<file path="src/rtl/pipeline_run_ctl.sv">
// pipeline_run_ctl
//   Run/step/drain controller for the pipelined RISC-V core. Debounces the RUN
//   and STEP buttons, runs a HALT/RUN/STEP/DRAIN state machine and merges the
//   hazard unit's stall/flush requests into per-stage load enables and flushes.
//   Stage 0 is PC/fetch, stage STAGES-1 is writeback.
//
// Parameters
//   STAGES           number of pipeline stages (>=2)
//   DEBOUNCE_CYCLES  cycles a synchronised button level must hold (>=2)
//   STEP_W           width of the step counter
//
// Ports
//   i_clk          clock
//   i_rst          asynchronous active-low reset
//   i_btn_run      raw RUN button (asynchronous)
//   i_btn_step     raw STEP button (asynchronous)
//   i_step_count   fetch advances per STEP press (0 behaves as 1)
//   i_halt_req     level halt request (exception / ebreak)
//   i_stall_req    per-stage stall request
//   i_flush_req    per-stage flush request
//   o_stage_en     pipeline register load enables
//   o_stage_flush  pipeline register clear-to-bubble
//   o_state        00 HALT, 01 RUN, 10 STEP, 11 DRAIN
//   o_steps_left   remaining STEP fetch advances
//   o_halted       state is HALT
//   o_cycle_cnt    writeback advance counter
//
// Build option
//   PIPE_RUN_CTL_CYCLE_CNT_EN  when defined, o_cycle_cnt counts cycles with
//                              writeback enabled (wrapping); otherwise it is 0.

module pipeline_run_ctl #(
  parameter int STAGES          = 5,
  parameter int DEBOUNCE_CYCLES = 16,
  parameter int STEP_W          = 8
) (
  input  logic              i_clk,
  input  logic              i_rst,
  input  logic              i_btn_run,
  input  logic              i_btn_step,
  input  logic [STEP_W-1:0] i_step_count,
  input  logic              i_halt_req,
  input  logic [STAGES-1:0] i_stall_req,
  input  logic [STAGES-1:0] i_flush_req,
  output logic [STAGES-1:0] o_stage_en,
  output logic [STAGES-1:0] o_stage_flush,
  output logic [1:0]        o_state,
  output logic [STEP_W-1:0] o_steps_left,
  output logic              o_halted,
  output logic [31:0]       o_cycle_cnt
);

  localparam int CNT_W = $clog2(DEBOUNCE_CYCLES + 1);
  localparam int DRN_W = $clog2(STAGES);

  typedef enum logic [1:0] {
    ST_HALT  = 2'b00,
    ST_RUN   = 2'b01,
    ST_STEP  = 2'b10,
    ST_DRAIN = 2'b11
  } state_t;

  // ---- button synchronise + debounce (bit 0 = RUN, bit 1 = STEP) ----
  logic [1:0]            btn_raw;
  logic [1:0]            sync1_q, sync2_q;
  logic [1:0]            lvl_q, lvl_d;
  logic [1:0]            press_q, press_d;
  logic [1:0][CNT_W-1:0] dbc_q, dbc_d;

  assign btn_raw = {i_btn_step, i_btn_run};

  // The counter tracks consecutive samples that disagree with the accepted
  // level; any agreeing sample restarts it, so short glitches never land.
  always_comb begin
    lvl_d   = lvl_q;
    press_d = '0;
    dbc_d   = '0;
    for (int b = 0; b < 2; b++) begin
      if (sync2_q[b] != lvl_q[b]) begin
        if (dbc_q[b] == CNT_W'(DEBOUNCE_CYCLES - 1)) begin
          lvl_d[b]   = sync2_q[b];
          press_d[b] = sync2_q[b];
        end else begin
          dbc_d[b] = dbc_q[b] + 1'b1;
        end
      end
    end
  end

  always_ff @(posedge i_clk or negedge i_rst) begin
    if (!i_rst) begin
      sync1_q <= '0;
      sync2_q <= '0;
      lvl_q   <= '0;
      press_q <= '0;
      dbc_q   <= '0;
    end else begin
      sync1_q <= btn_raw;
      sync2_q <= sync1_q;
      lvl_q   <= lvl_d;
      press_q <= press_d;
      dbc_q   <= dbc_d;
    end
  end

  // ---- stage activity, enables and flushes (combinational) ----
  state_t              state_q, state_d;
  logic [STEP_W-1:0]   steps_q, steps_d;
  logic [DRN_W-1:0]    drain_q, drain_d;
  logic [STAGES-1:0]   g;
  logic [STAGES-1:0]   stage_en;
  logic                stall_acc;

  always_comb begin
    case (state_q)
      ST_RUN, ST_STEP: g = '1;
      ST_DRAIN:        g = {{(STAGES-1){1'b1}}, 1'b0};
      default:         g = '0;
    endcase
  end

  // A stall freezes its own stage and every earlier one, so sweep from
  // writeback toward fetch accumulating stall requests.
  always_comb begin
    stage_en  = '0;
    stall_acc = 1'b0;
    for (int i = STAGES - 1; i >= 0; i--) begin
      stall_acc   = stall_acc | i_stall_req[i];
      stage_en[i] = g[i] & ~stall_acc;
    end
  end

  assign o_stage_en    = stage_en;
  assign o_stage_flush = g & i_flush_req;

  // ---- run/step/drain state machine ----
  logic run_p, step_p;
  assign run_p  = press_q[0];
  assign step_p = press_q[1];

  always_comb begin
    state_d = state_q;
    steps_d = steps_q;
    drain_d = drain_q;
    if (i_halt_req) begin
      state_d = ST_HALT;
      steps_d = '0;
      drain_d = '0;
    end else begin
      case (state_q)
        ST_HALT: begin
          // run wins over a simultaneous step press
          if (run_p) begin
            state_d = ST_RUN;
          end else if (step_p) begin
            state_d = ST_STEP;
            steps_d = (i_step_count == '0) ? STEP_W'(1) : i_step_count;
          end
        end
        ST_RUN: begin
          if (run_p) begin
            state_d = ST_DRAIN;
            drain_d = DRN_W'(STAGES - 1);
          end
        end
        ST_STEP: begin
          if (run_p) begin
            state_d = ST_RUN;
            steps_d = '0;
          end else if (stage_en[0] && steps_q != '0) begin
            steps_d = steps_q - 1'b1;
            if (steps_q == STEP_W'(1)) begin
              state_d = ST_DRAIN;
              drain_d = DRN_W'(STAGES - 1);
            end
          end
        end
        ST_DRAIN: begin
          if (stage_en[STAGES-1] && drain_q != '0) begin
            drain_d = drain_q - 1'b1;
            if (drain_q == DRN_W'(1)) state_d = ST_HALT;
          end
        end
      endcase
    end
  end

  always_ff @(posedge i_clk or negedge i_rst) begin
    if (!i_rst) begin
      state_q <= ST_HALT;
      steps_q <= '0;
      drain_q <= '0;
    end else begin
      state_q <= state_d;
      steps_q <= steps_d;
      drain_q <= drain_d;
    end
  end

  assign o_state      = state_q;
  assign o_steps_left = steps_q;
  assign o_halted     = (state_q == ST_HALT);

  // ---- optional writeback advance counter ----
`ifdef PIPE_RUN_CTL_CYCLE_CNT_EN
  logic [31:0] cyc_q;

  always_ff @(posedge i_clk or negedge i_rst) begin
    if (!i_rst) begin
      cyc_q <= '0;
    end else if (stage_en[STAGES-1]) begin
      cyc_q <= cyc_q + 32'd1;
    end
  end

  assign o_cycle_cnt = cyc_q;
`else
  assign o_cycle_cnt = '0;
`endif

endmodule

</file>
<file path="config.mk">
export PLATFORM = sky130hd
export DESIGN_NAME = pipeline_run_ctl
export DESIGN_NICKNAME = d
export VERILOG_FILES = /design/src/rtl/pipeline_run_ctl.sv
export SDC_FILE = /design/constraint.sdc
export NUM_CORES = 1
export LEC_CHECK = 0
export ABC_AREA = 1
export BUFFER_PORTS_ARGS = -buffer_cell sky130_fd_sc_hd__buf_2
export CELL_PAD_IN_SITES_DETAIL_PLACEMENT = 0
export CELL_PAD_IN_SITES_GLOBAL_PLACEMENT = 1
export CORE_MARGIN = 2
export CORE_UTILIZATION = 38
export DETAILED_ROUTE_END_ITERATION = 10
export GPL_TIMING_DRIVEN = 1
export PLACE_DENSITY_LB_ADDON = 0.05
export SLEW_MARGIN = 20
export SYNTH_ARGS = -nofsm -noshare
export SYNTH_HDL_FRONTEND = slang
export SYNTH_SLANG_ARGS = --single-unit
</file>
<file path="constraint.sdc">
create_clock -name i_clk -period 2.82 [get_ports i_clk]
set_clock_uncertainty 0.05 [all_clocks]
set_input_delay 0.141 -clock i_clk [delete_from_list [all_inputs] [get_ports i_clk]]
set_output_delay 0.141 -clock i_clk [all_outputs]
set_load 0.03 [all_outputs]
</file>
Yosys cells after proc, flatten, opt, wreduce, memory -nomap -nowiden
Cells that the tools add are included.

word-level totals
  register bits = 31
  bits of input ports = 23
  output and inout port bits = 53

cells by class
  $add $sub $neg = 4
  equality and inequality tests = 20
  muxes and demuxes = 33
  bitwise gates (word level) = 15
  reduce and logical (&&, ||, !) cells = 14

operators by type and width
  operator                                               count
  2-to-1 mux 8 bit                                       6
  inequality test 3 bit, second input constant           7
  2-to-1 mux 5 bit                                       4
  2-to-1 mux 2 bit                                       9
  2-to-1 mux 3 bit                                       6
  one-hot mux 8 bit (2 select lines)                     1
  AND reduction 6 bit                                    2
  adder 5 x 1 -> 5 bit, second input constant            2
  equality test 5 x 4 -> 1 bit, second input constant    2
  one-hot mux 5 bit (2 select lines)                     1
  one-hot mux 3 bit (3 select lines)                     1
  equality test 8 x 1 -> 1 bit, second input constant    1
  logical NOT 8 bit                                      1
  inequality test 4 bit, second input constant           2
  one-hot mux 2 bit (4 select lines)                     1
  nonzero test 8 bit                                     1
  subtractor 8 x 1 -> 8 bit, second input constant       1
  nonzero test 3 bit                                     2
  bitwise AND 1 bit                                      5
  bitwise AND 5 bit                                      1
  inverter 1 bit                                         5
  equality test 2 bit, second input constant             2
  2-to-1 mux 1 bit                                       4
  inequality test 4 x 2 -> 1 bit, second input constant  1
  12 further kinds                                       18

Logic depth before layout (Yosys ltp)
Gate-level depths: netlist of the first run.

  depth after elaboration = 11
  mapped depth = 11
  mapped depth without buffers = 11

Worst setup path before layout of the first run
No wires, ideal clock.

  path type = reg2reg
  start = register state_q[0] (netlist: o_state[0])
  end = register state_q[0] (netlist: o_state[0])
  setup time = 0.066 ns
  data arrival time = 2.190 ns
  required time = 2.704 ns
  path slack = 0.515 ns
  cell stages (with the launch flop) = 12
  path buffers = 0
  period minus slack after synthesis = 2.305 ns
  path through = dfrtp_1 -> inv_1 -> ha_1 -> nor2_1 -> nand2_1 -> nand2_1 -> nand2_1 -> nor2_1 -> nand2_1 -> nor2_1 -> nand2_1 -> nand2_1

on the way
  elaborated cells between the ends (all ways) = 19

RTL lines
  what                                                                                            RTL line  text
  start, declared                                                                                 107       state_t state_q, state_d;
  start signal, assigned                                                                          194       state_q <= state_d;
  logical NOT 2 bit *                                                                             -
  via o_halted                                                                                    49        output logic o_halted,
  inequality test 4 x 2 -> 1 bit (no line) or one-hot mux 2 bit (4 select lines) (tied branches)  -
  AND reduction 6 bit (no line) or 2-to-1 mux 2 bit (tied branches)                               -

Mark *: on every way through the listed nets, which the timed path passes. The rest lies on a longest branch.
A chain may end at the register's enable or synchronous reset.

Worst setup path in the final report of the first run
  start = register state_q[0] (netlist: o_state[0])
  end = register state_q[1] (netlist: o_state[1])

on the way
  longest elaborated chain between the ends = 7
  elaborated cells between the ends (all ways) = 19

ends and longest elaborated chain
  what                                                                      RTL line  text
  equality test 2 x 1 -> 1 bit or equality test 2 bit (tied branches)       115, 150
  OR reduction 2 bit                                                        115       case (state_q)
  one-hot mux 5 bit (2 select lines)                                        115
  bitwise AND 1 bit                                                         129       stage_en[i] = g[i] & ~stall_acc;
  logical AND 1 bit (on tied branches)                                      170, 179
  inequality test 4 bit (no line) or inequality test 3 bit (tied branches)  -
  AND reduction 6 bit (no line)                                             -

Several ways; a longest one is shown, not always the timed one.

==> run_results.csv, run 1 <==
group,metric,value,unit
outcome,status,"complete, no violations",
setup_path,r2r_slack,810,ps
timing,fin_crit,2010,ps
worst_hold_path,holdPathEnd,"o_state[0]",
power_and_ir_drop,irDropWorstVdd,0.332,mV
setup_path,end_kind,"flop",
synth,syn-cell-area,2160,um^2
clock_tree,cts_resized,0,
drt,firstDrtPassIters,4,
die,die_area,6310,um^2
drt,drc,0,
setup_path,required,2940,ps
timing,layout_setup_ws,807,ps
power_and_ir_drop,p_leak,1.34,nW
setup_path,startpoint_type,"flop",
die,core_area,5510,um^2
clock_tree,cts_buffers,5,
power_and_ir_drop,p_per_area,864,nW/um^2
timing,worst_pin_slew,686,ps
final_layout,fillCellCount,554,
synth,yosysUniqueCellTypes,33,
final_layout,drive_gt1_share,21.4,%
worst_hold_path,hold-path-cell-count,4,
setup_path,cp_slowest_stage_delay,560,ps
final_layout,final_common_cell,"nand2_1",
global_route,grt_pass1_vias,1561,
setup_path,path_class,"reg2reg",
setup_path,reg2reg_from,"o_state[0]",
final_layout,final_nets,369,
final_layout,diodes,0,
clock_tree,cts_post_setup_buffers_inserted,0,
worst_hold_path,hold_path.class,"in2reg",
place,port_buffers,43,
global_route,track_usage,14.1,%
global_route,grt-ovfl-total,0,
die,die_y,79.5,um
die,start_util,39.3,%
setup_path,path_cells,"inv_1 > ha_1 > inv_1 > nor2_1 > nand2_1 > nand2_1 > nor2_1 > nand2_1 > nand2_1",
synth,synth-seq-cells,31,
drt,viasPerCell,4.39,
flow_run,cap_viol_max_count,0,
drt,first_iter_violations,110,
global_route,grt_max_degree,32,
worst_hold_path,worstHoldStart,"i_halt_req",
die,ios,76,
drt,vias,1790,
timing,report.final.slew_viol_count,0,
setup_path,reg2reg_to,"o_state[1]",
drt,postRouteAntennaNets,0,
clock_tree,clock-sinks,31,
setup_path,cpMostUsedCell,"nand2_1",
clock_tree,clock_path_buffers,2,
synth,ys_top_cells_by_area,"dfrtp_1 (36%), nand2_1 (11%), buf_4 (11%)",
place,post-place-ws,808,ps
setup_path,path_max_fanout,17,
final_layout,area_delta_synth_final,12.1,%
synth,yosysTopAreaCellShare,35.9,%
clock_tree,clock-root-buffer,"clkbuf_8",
setup_path,crit_path_top_delay_cell,"ha_1",
place,hpwl,3260,um
global_route,grt_pass1_wl,6890,um
setup_path,rr_worst_depth,9,
synth,yosysTopAreaCell,"dfrtp_1",
final_layout,final_cell_mix,"nand2_1 (66), buf_2 (43), nor2_1 (40), inv_1 (33), conb_1 (32)",
clock_tree,cts_max_level,2,
die,rows,27,
synth,yosysSeqAreaShare,35.9,%
power_and_ir_drop,power,2.10,mW
synth,synth.avg_cell_area,7.54,um^2
global_route,antenna_found_initial,0,
timing,fin_crit_sh,71.4,%
clock_tree,worstSkewPairLatency,280,ps
timing,slew_headroom,54.3,%
timing,rsz0062_at_grt,"false",
drt,drt-total-wl,4160,um
timing,hold_viol_final,0,
clock_tree,clkTransAtPathRegs,60,ps
synth,synth_cells,287,
clock_tree,cts_tree,"done",
drt,drt-wirelength-per-cell,10.2,um
timing,fin_tns_setup,0,ps
timing,setup_violations,0,
place,globalplace.congestion,0.789,
timing,max_freq,0.497,GHz
synth,ys_warn_count,0,
setup_path,cp.arrival,2130,ps
die,die_width,79.5,um
[metrics by stage]
step                      hold WS (ps)  utilization, %  instance area [um^2]  instances
final                              162            44.1                  2430        408
after global routing               168            44.1                  2430        408
after CTS                          152            44.1                  2430        408
after detailed placement           184            42.0                  2310        397
after global placement             191            42.0                  2310        397
after floorplan                   -205               -                  2280        318
[cell usage after synthesis (all sizes together)]
cell type  instances
a211oi             1
a21oi              5
a31oi              2
buf               36
clkinv             2
conb               1
dfrtp             31
ha                11
inv               34
nand2             71
nand3             15
nand3b             1
nand4              4
nor2              44
nor3               5
o211ai             2
o21ai             15
o221ai             1
or2                2
xnor2              2
xor2               2
[worst max-delay path: cells and delay by family (launching register included)]
kind / cells / cell delay, ps
flip-flops: 1 / 430
adder cells (fa/ha/maj): 1 / 560
AND/OR/NAND/NOR: 6 / 530
buffers and inverters: 2 / 320
[routing by layer]
layer | wire, um | global-route usage, % | share of wire [%]
met1 | 1920 | 17.3 | 46
met2 | 1940 | 23.7 | 47
met3 | 229 | 2.83 | 5.5
met4 | 62 | 6.21 | 1.5
met5 | 0 | 0 | 0
[report_power, final]
group,switching (mW),total [mW],internal [mW]
Combinational,0.811,1.15,0.337
Sequential,0.0884,0.610,0.522
Clock,0.165,0.337,0.172
[worst max-delay path by stage]
| stage | from | endpoint | slack (ps) | cells after the start |
|---|---|---|---|---|
| 6_report | o_state[0] | o_state[1] | 810 | 9 |
| 3_5_place_dp | o_state[0] | o_state[1] | 810 | 9 |
| 2_1_floorplan | o_state[0] | o_state[0] | 510 | 11 |
| 4_1_cts | o_state[0] | o_state[1] | 800 | 9 |
| 5_1_grt | o_state[1] | o_state[1] | 610 | 11 |
| 3_3_place_gp | o_state[0] | o_state[0] | 880 | 9 |
[flip-flops by register name, summed over array words and instances, names as in the netlist]
signal        flops
sync2_q           2
press_q           2
lvl_q             2
dbc_q            10
sync1_q           2
drain_q           3
o_steps_left      8
o_state           2
[logic make-up (layout without fill, tap and decap cells)]
logic type | Yosys count | after routing | share of synthesized area (%)
XOR/XNOR | 4 | 4 | 1.62
adder cells (fa/ha/maj) | 11 | 11 | 6.36
buffers and inverters | 72 | 90 | 19.0
other | 1 | 32 | 0.173
AO/OA/AOI/OAI | 26 | 26 | 7.98
AND/OR/NAND/NOR | 142 | 142 | 29.0
flip-flops | 31 | 31 | 35.9
[final cells by class]
cell class / instances / area [um^2] / share of cell area [%]
multi-input combinational: 215 / 1090 / 45.0
sequential: 31 / 776 / 32.0
clock buffer: 6 / 72.6 / 2.99
timing repair buffer: 46 / 245 / 10.1
tap: 72 / 90.1 / 3.71
clock inverter: 2 / 12.5 / 0.516
inverter: 36 / 138 / 5.67
[what timing repair did]
item,CTS,global route
setup endpoints to repair,0,0
hold buffers,3,0
endpoints found under the hold margin,33,0
(Power assumes the default switching activity.)
==> inputs of run 2 (changes only) <==
- ABC_AREA: 1 -> 0
- CORE_UTILIZATION: 38 -> 33
- clock period: 2.82 -> 1.8 ns (I/O delays scaled with it)
==> run 2 against run 1 <==
  * Largest cell class unchanged
  * Maximum frequency increased by 6.7%
  * Critical endpoint is now drain_q[0]
  * Design area rose by 19%
  * The run now ends with negative setup slack left
  * Clock power is 63% higher
  * Setup slack worse by 890 ps
  * Global-route usage increased by 0.45 points
  * Area after synthesis decreased by 4.2%
  * Register-to-register slack worse by 890 ps
  * Core utilization increased by 3.9 points
  * Critical path depth fell by 2
  * Total power is 100% higher
  * Sequential share of layout area fell by 4.8 points
==> run_results.csv, run 2 <==
group,metric,value,unit
global_route,track_usage,14.5,%
timing,worst_pin_slew,717,ps
power_and_ir_drop,intPower,2.26,mW
setup_path,crit_path_top_delay_cell,"a221oi_4",
final_layout,largest_reg_flops,10,
setup_path,path_class,"reg2reg",
global_route,grt_pass1_vias,1696,
die,start_util,34.6,%
setup_path,cp-startpoint,"o_steps_left[0]",
drt,first_iter_violations,82,
timing,layout_setup_ws,-86.1,ps
die,die_y,83.3,um
synth,syn-cell-area,2070,um^2
power_and_ir_drop,p_per_area,1470,nW/um^2
clock_tree,clkTransAtPathRegs,70,ps
final_layout,diodes,0,
place,globalplace.congestion,0.794,
synth,yosysSeqAreaShare,37.4,%
setup_path,reg2reg_from,"o_steps_left[0]",
timing,setup_violations,3,
drt,drt-total-wl,4910,um
timing,fin_tns_setup,-221,ps
place,hpwl,3770,um
timing,max_freq,0.530,GHz
die,ios,76,
synth,ys_async_sr_fraction,100,%
synth,synth_cells,224,
global_route,grt_pass1_wl,8210,um
setup_path,reg2reg_to,"drain_q[0]",
power_and_ir_drop,p_comb_share,64.4,%
setup_path,startpoint_type,"flop",
final_layout,final_cell_mix,"buf_2 (41), buf_4 (41), conb_1 (32), dfrtp_1 (27), nor2_1 (19)",
clock_tree,cts_max_level,2,
global_route,grt-ovfl-total,0,
synth,yosysMostFrequentCell,"buf_4",
power_and_ir_drop,p_switching,1.97,mW
clock_tree,clock_path_buffers,2,
global_route,antenna_found_initial,0,
die,die_area,6930,um^2
drt,drc,0,
clock_tree,cts_buffers,5,
power_and_ir_drop,switching_share,46.6,%
synth,yosysTopAreaCell,"dfrtp_1",
setup_path,cp.depth,7,
setup_path,cp_num_buf_inv,1,
final_layout,drive_gt1_share,44.3,%
synth,ys_top_cells_by_area,"dfrtp_1 (37%), buf_4 (12%), ha_1 (6.6%)",
timing,fin_crit,1890,ps
flow_run,cap_viol_max_count,0,
setup_path,path_cells,"inv_2 > ha_4 > nor4b_4 > nand4bb_4 > a221oi_4 > nor3_1 > a31o_1",
setup_path,cp_slowest_stage_delay,400,ps
timing,slew_headroom,52.2,%
die,die_width,83.3,um
timing,rsz0062_at_grt,"true",
setup_path,required,1930,ps
die,rows,28,
power_and_ir_drop,p_leak,1.40,nW
synth,yosysTopAreaCellShare,37.4,%
final_layout,area_delta_synth_final,38.7,%
timing,report.final.slew_viol_count,0,
synth,synth-seq-cells,31,
synth,synth_top_flop_cell,"dfrtp_1",
timing,whs,57.7,ps
drt,postRouteAntennaNets,0,
setup_path,path_delay_family,"compound AO/OA/AOI/OAI gates",
global_route,grt_max_degree,32,
setup_path,cp-endpoint,"drain_q[0]",
synth,synth_edf_count,0,
die,core_area,5990,um^2
worst_hold_path,hold_path.class,"in2reg",
final_layout,final_nets,347,
setup_path,cp.arrival,2020,ps
power_and_ir_drop,power,4.23,mW
place,port_buffers,43,
power_and_ir_drop,p_clk_share,13.0,%
setup_path,rr_worst_depth,7,
timing,hold_viol_final,0,
synth,synth_commonest_cells,"buf_4 (32), dfrtp_1 (31), nor2_1 (23), o21ai_0 (21), a21oi_1 (14)",
clock_tree,clock-sinks,31,
final_layout,largest-register,"dbc_q",
clock_tree,clock-root-buffer,"clkbuf_8",
synth,synth.avg_cell_area,9.26,um^2
drt,firstDrtPassIters,6,
drt,drt-wirelength-per-cell,12.6,um
power_and_ir_drop,seq_power_share,22.6,%
clock_tree,worstSkewPairLatency,290,ps
drt,vias,1801,
outcome,violations,"negative setup slack",
setup_path,end_kind,"flop",
outcome,status,"complete, but fails checks",
synth,yosysUniqueCellTypes,45,
synth,ys_warn_count,0,
timing,fin_crit_sh,105,%
setup_path,r2r_slack,-90,ps
power_and_ir_drop,irDropWorstVdd,0.577,mV
clock_tree,cts_tree,"done",
setup_path,path_max_fanout,6,
drt,viasPerCell,4.63,
## run 2: changes by cell type after synthesis, sizes merged, moves of 4 or more
cell / before / now
nand2b: 0 / 4
nand4: 4 / 0
a21oi: 5 / 14
and3: 0 / 4
nor3b: 0 / 5
o21ai: 15 / 21
nand3: 15 / 4
nand2: 71 / 5
nor2: 44 / 23
nor2b: 0 / 9
nor4: 0 / 4
inv: 34 / 11
## run 2: cell families after synthesis
logic type / share of synthesized area (%)
multiplexers: 2.05
flip-flops: 37.4
buffers and inverters: 14.3
other: 0.181
adder cells (fa/ha/maj): 6.64
AND/OR/NAND/NOR: 21.4
AO/OA/AOI/OAI: 15.9
XOR/XNOR: 2.11
## run 2: layout make-up
| cell class | instances | area (um^2) |
|---|---|---|
| Clock inverter | 2 | 12.5 |
| Timing Repair Buffer | 87 | 566 |
| Inverter | 11 | 41.3 |
| Fill cell | 591 | 3120 |
| Clock buffer | 6 | 72.6 |
| Sequential cell | 31 | 781 |
| Tap cell | 75 | 93.8 |
| Multi-Input combinational cell | 177 | 1310 |
## run 2: metrics by stage
step,area [um^2],utilization (%),worst slack (ps),instances
global placement,2630,43.9,-45.7,374
CTS,2760,46.1,-92.2,386
finish,2880,48.0,-86.1,389
detailed placement,2630,43.9,-96.9,374
floorplan,2310,-,-166,255
global route,2880,48.0,-230,389
## run 2: worst min-delay path by stage
stage,start,endpoint,slack (ps),cells past startpoint
finish,i_step_count[2],o_steps_left[2],60,3
global route,i_step_count[2],o_steps_left[2],70,3
CTS,i_step_count[3],o_steps_left[3],50,3
detailed placement,i_rst,dbc_q[4],140,1
global placement,i_rst,dbc_q[4],140,1
floorplan,i_rst,dbc_q[0],-260,0
## run 2: worst min-delay path, cell delays in order
cell and delay, ps:
buf_2 90, a21oi_1 60, o21ai_2 120
## run 2: per-layer routing
| layer | up-vias | routed length, um | global-route usage [%] | part of all wire, % |
|---|---|---|---|---|
| met2 | 61 | 2330 | 22.6 | 48 |
| met3 | 10 | 245 | 3.68 | 5.0 |
| li1 | 906 | - | - | - |
| met5 | - | 0 | 0 | 0 |
| met4 | 0 | 82 | 5.07 | 1.7 |
| met1 | 824 | 2250 | 19.5 | 46 |
## run 2: timing repair
action	4_1_cts	5_1_grt
gates resized for setup	3	31
buffers inserted	1	3
pin swaps	7	9
setup endpoints to repair	12	14
endpoints found under the hold margin	33	0
hold buffers	3	0
## run 2: power groups by stage
stage	logic, mW	registers (mW)	clock network, mW
3_5_place_dp	2.48	0.967	0
3_3_place_gp	2.50	0.964	0
5_1_grt	2.95	0.969	0.608
6_report	2.72	0.953	0.549
2_1_floorplan	1.39	1.20	0
4_1_cts	2.50	0.954	0.568
==> inputs of run 3 (changes only) <==
- CORE_UTILIZATION: 33 -> 34
- CTS_BUF_LIST: unset -> sky130_fd_sc_hd__clkbuf_2
==> run 3 against run 2 <==
  * The flow still finishes with violations (negative setup slack)
  * Sequential power about the same
  * Design area increased by 2.2%
  * Die area shrank 2.8%
  * Total power down 2.3%
  * Combinational power grew 3%
  * Non-clock buffer count increased by 6
  * Critical path depth unchanged
  * Critical path type unchanged
  * Largest cell class unchanged
  * Largest power group unchanged
==> run_results.csv, run 3 (same netlist as run 2, synthesis figures left out) <==
group,metric,value,unit
final_layout,area_delta_synth_final,41.8,%
setup_path,crit_path_top_delay_cell,"dfrtp_2",
setup_path,required,2040,ps
setup_path,path_max_fanout,6,
drt,met3_length,215,um
clock_tree,clock_path_buffers,2,
setup_path,reg2reg_from,"o_state[1]",
final_layout,final_common_cell,"buf_2",
power_and_ir_drop,seq_power_share,23.0,%
final_layout,diodes,0,
timing,worst_pin_slew,688,ps
place,port_buffers,43,
timing,rsz0062_at_grt,"true",
setup_path,rr_worst_depth,7,
timing,fin_crit,1880,ps
timing,max_freq,0.532,GHz
global_route,antenna_found_initial,0,
final_layout,largest_reg_flops,10,
clock_tree,cts_tree,"done",
clock_tree,worstSkewPairLatency,370,ps
clock_tree,clock-sinks,31,
timing,setup_violations,10,
drt,met1Wirelength,2360,um
power_and_ir_drop,p_per_area,1400,nW/um^2
clock_tree,cts_max_level,2,
setup_path,path_delay_family,"compound AO/OA/AOI/OAI gates",
drt,wl_met2,2510,um
final_layout,utilization,49.6,%
die,die_y,82.1,um
place,hpwl,3780,um
global_route,grt_max_degree,32,
final_layout,drive_gt1_share,43.0,%
die,core_area,5920,um^2
clock_tree,clock-root-buffer,"clkbuf_2",
global_route,track_usage,15.7,%
drt,viasPerCell,4.60,
final_layout,final_nets,354,
clock_tree,cts_buffers,5,
drt,highest_layer,"met4",
timing,fin_crit_sh,104,%
place,globalplace.congestion,0.800,
final_layout,final_cell_mix,"buf_2 (41), buf_4 (40), conb_1 (32), dfrtp_1 (27), nor2_1 (21)",
power_and_ir_drop,p_leak,1.42,nW
drt,postRouteAntennaNets,0,
setup_path,cpMostUsedCell,"buf_4",
timing,slew_headroom,54.1,%
die,start_util,35.0,%
timing,hold_viol_final,0,
die,die_width,82.1,um
setup_path,cp_num_buf_inv,2,
setup_path,r2r_slack,-80,ps
drt,drt-wirelength-per-cell,12.9,um
setup_path,cp.arrival,2120,ps
setup_path,cp_slowest_stage_delay,450,ps
clock_tree,clkTransAtPathRegs,190,ps
worst_hold_path,hold-path-cell-count,3,
power_and_ir_drop,intPower,2.15,mW
setup_path,reg2reg_to,"drain_q[0]",
outcome,status,"complete, but fails checks",
final_layout,multi_input_comb_area,1340,um^2
drt,vias,1823,
power_and_ir_drop,p_switching,1.98,mW
die,die_area,6740,um^2
setup_path,startpoint_type,"flop",
worst_hold_path,hold_path.class,"in2reg",
outcome,violations,"negative setup slack",
final_layout,fillCellCount,595,
final_layout,largest-register,"dbc_q",
setup_path,path_cells,"buf_4 > buf_4 > ha_2 > nor2b_2 > a221oi_4 > nor3_1 > a31o_1",
power_and_ir_drop,p_clk_share,8.8,%
setup_path,end_kind,"flop",
power_and_ir_drop,irDropWorstVdd,0.589,mV
setup_path,path_class,"reg2reg",
drt,first_iter_violations,90,
final_layout,final_design_area_no_fill,2940,um^2
global_route,grt_pass1_vias,1691,
drt,drc,0,
drt,drt-total-wl,5110,um
timing,layout_setup_ws,-79.0,ps
drt,firstDrtPassIters,4,
place,placed_area,2610,um^2
global_route,grt_pass1_wl,7960,um
flow_run,cap_viol_max_count,0,
power_and_ir_drop,switching_share,47.9,%
worst_hold_path,worstHoldStart,"i_step_count[4]",
die,rows,28,
timing,report.final.slew_viol_count,0,
final_layout,register_area,781,um^2
die,ios,76,
timing,fin_tns_setup,-424,ps
worst_hold_path,holdPathEnd,"o_steps_left[4]",
global_route,grt-ovfl-total,0,
power_and_ir_drop,p_comb_share,68.2,%
## run 3: cell count changes in the layout (fill, tap and decap cells not counted), sizes merged
cell         before  now
buf              84   86
dlygate4sd3       3    7
o22ai             1    2
## run 3: power by group through the flow
stage | combinational [mW] | sequential (mW) | clock [mW]
floorplan | 1.39 | 1.20 | 0
global placement | 2.52 | 0.964 | 0
detailed placement | 2.48 | 0.968 | 0
CTS | 2.64 | 0.947 | 0.378
global route | 3.07 | 0.972 | 0.409
finish | 2.81 | 0.951 | 0.362
## run 3: cell type report
cell class	count	share of cell area [%]
clock buffers	6	1.02
well taps	75	3.19
inverters	11	1.58
clock inverters	2	0.426
repair buffers	93	21.5
flip-flops and latches	31	26.6
multi-input cells	178	45.7
## run 3: per-stage QoR
step	std cells	setup slack (ps)	hold slack, ps	power [mW]
4_1_cts	392	-67.3	12.2	3.96
3_5_place_dp	372	-117	137	3.45
6_report	396	-79.0	39.3	4.13
5_1_grt	396	-178	25.6	4.45
2_1_floorplan	255	-166	-256	2.59
3_3_place_gp	372	-81.7	149	3.48
## run 3: worst reg2reg max path, cell delays in order (launching register included)
cell      delay (ps)
dfrtp_2          450
buf_4            140
buf_4            140
ha_2             180
nor2b_2          190
a221oi_4         370
nor3_1            80
a31o_1           190
## run 3: worst max path at each step
| stage | start | endpoint | slack [ps] | cells past startpoint |
|---|---|---|---|---|
| floorplan | o_state[0] | drain_q[0] | -170 | 8 |
| global placement | o_steps_left[1] | drain_q[0] | -80 | 7 |
| detailed placement | o_steps_left[0] | drain_q[0] | -120 | 7 |
| CTS | o_steps_left[1] | drain_q[0] | -70 | 7 |
| global route | o_steps_left[0] | drain_q[1] | -180 | 7 |
| finish | o_state[1] | drain_q[0] | -80 | 7 |
## run 3: repair_timing
item | CTS | global route
gates resized for setup | 16 | 16
hold buffers | 7 | 0
pin swaps | 17 | 4
gates cloned | 0 | 1
endpoints found under the hold margin | 37 | 0
setup buffers | 5 | 3
endpoints found under the setup margin | 14 | 17
## run 3: metal layers
layer,vias to the layer above,track usage [%]
met5,-,0
met4,0,4.50
met2,52,26.0
met1,847,20.8
met3,2,3.04
li1,922,-
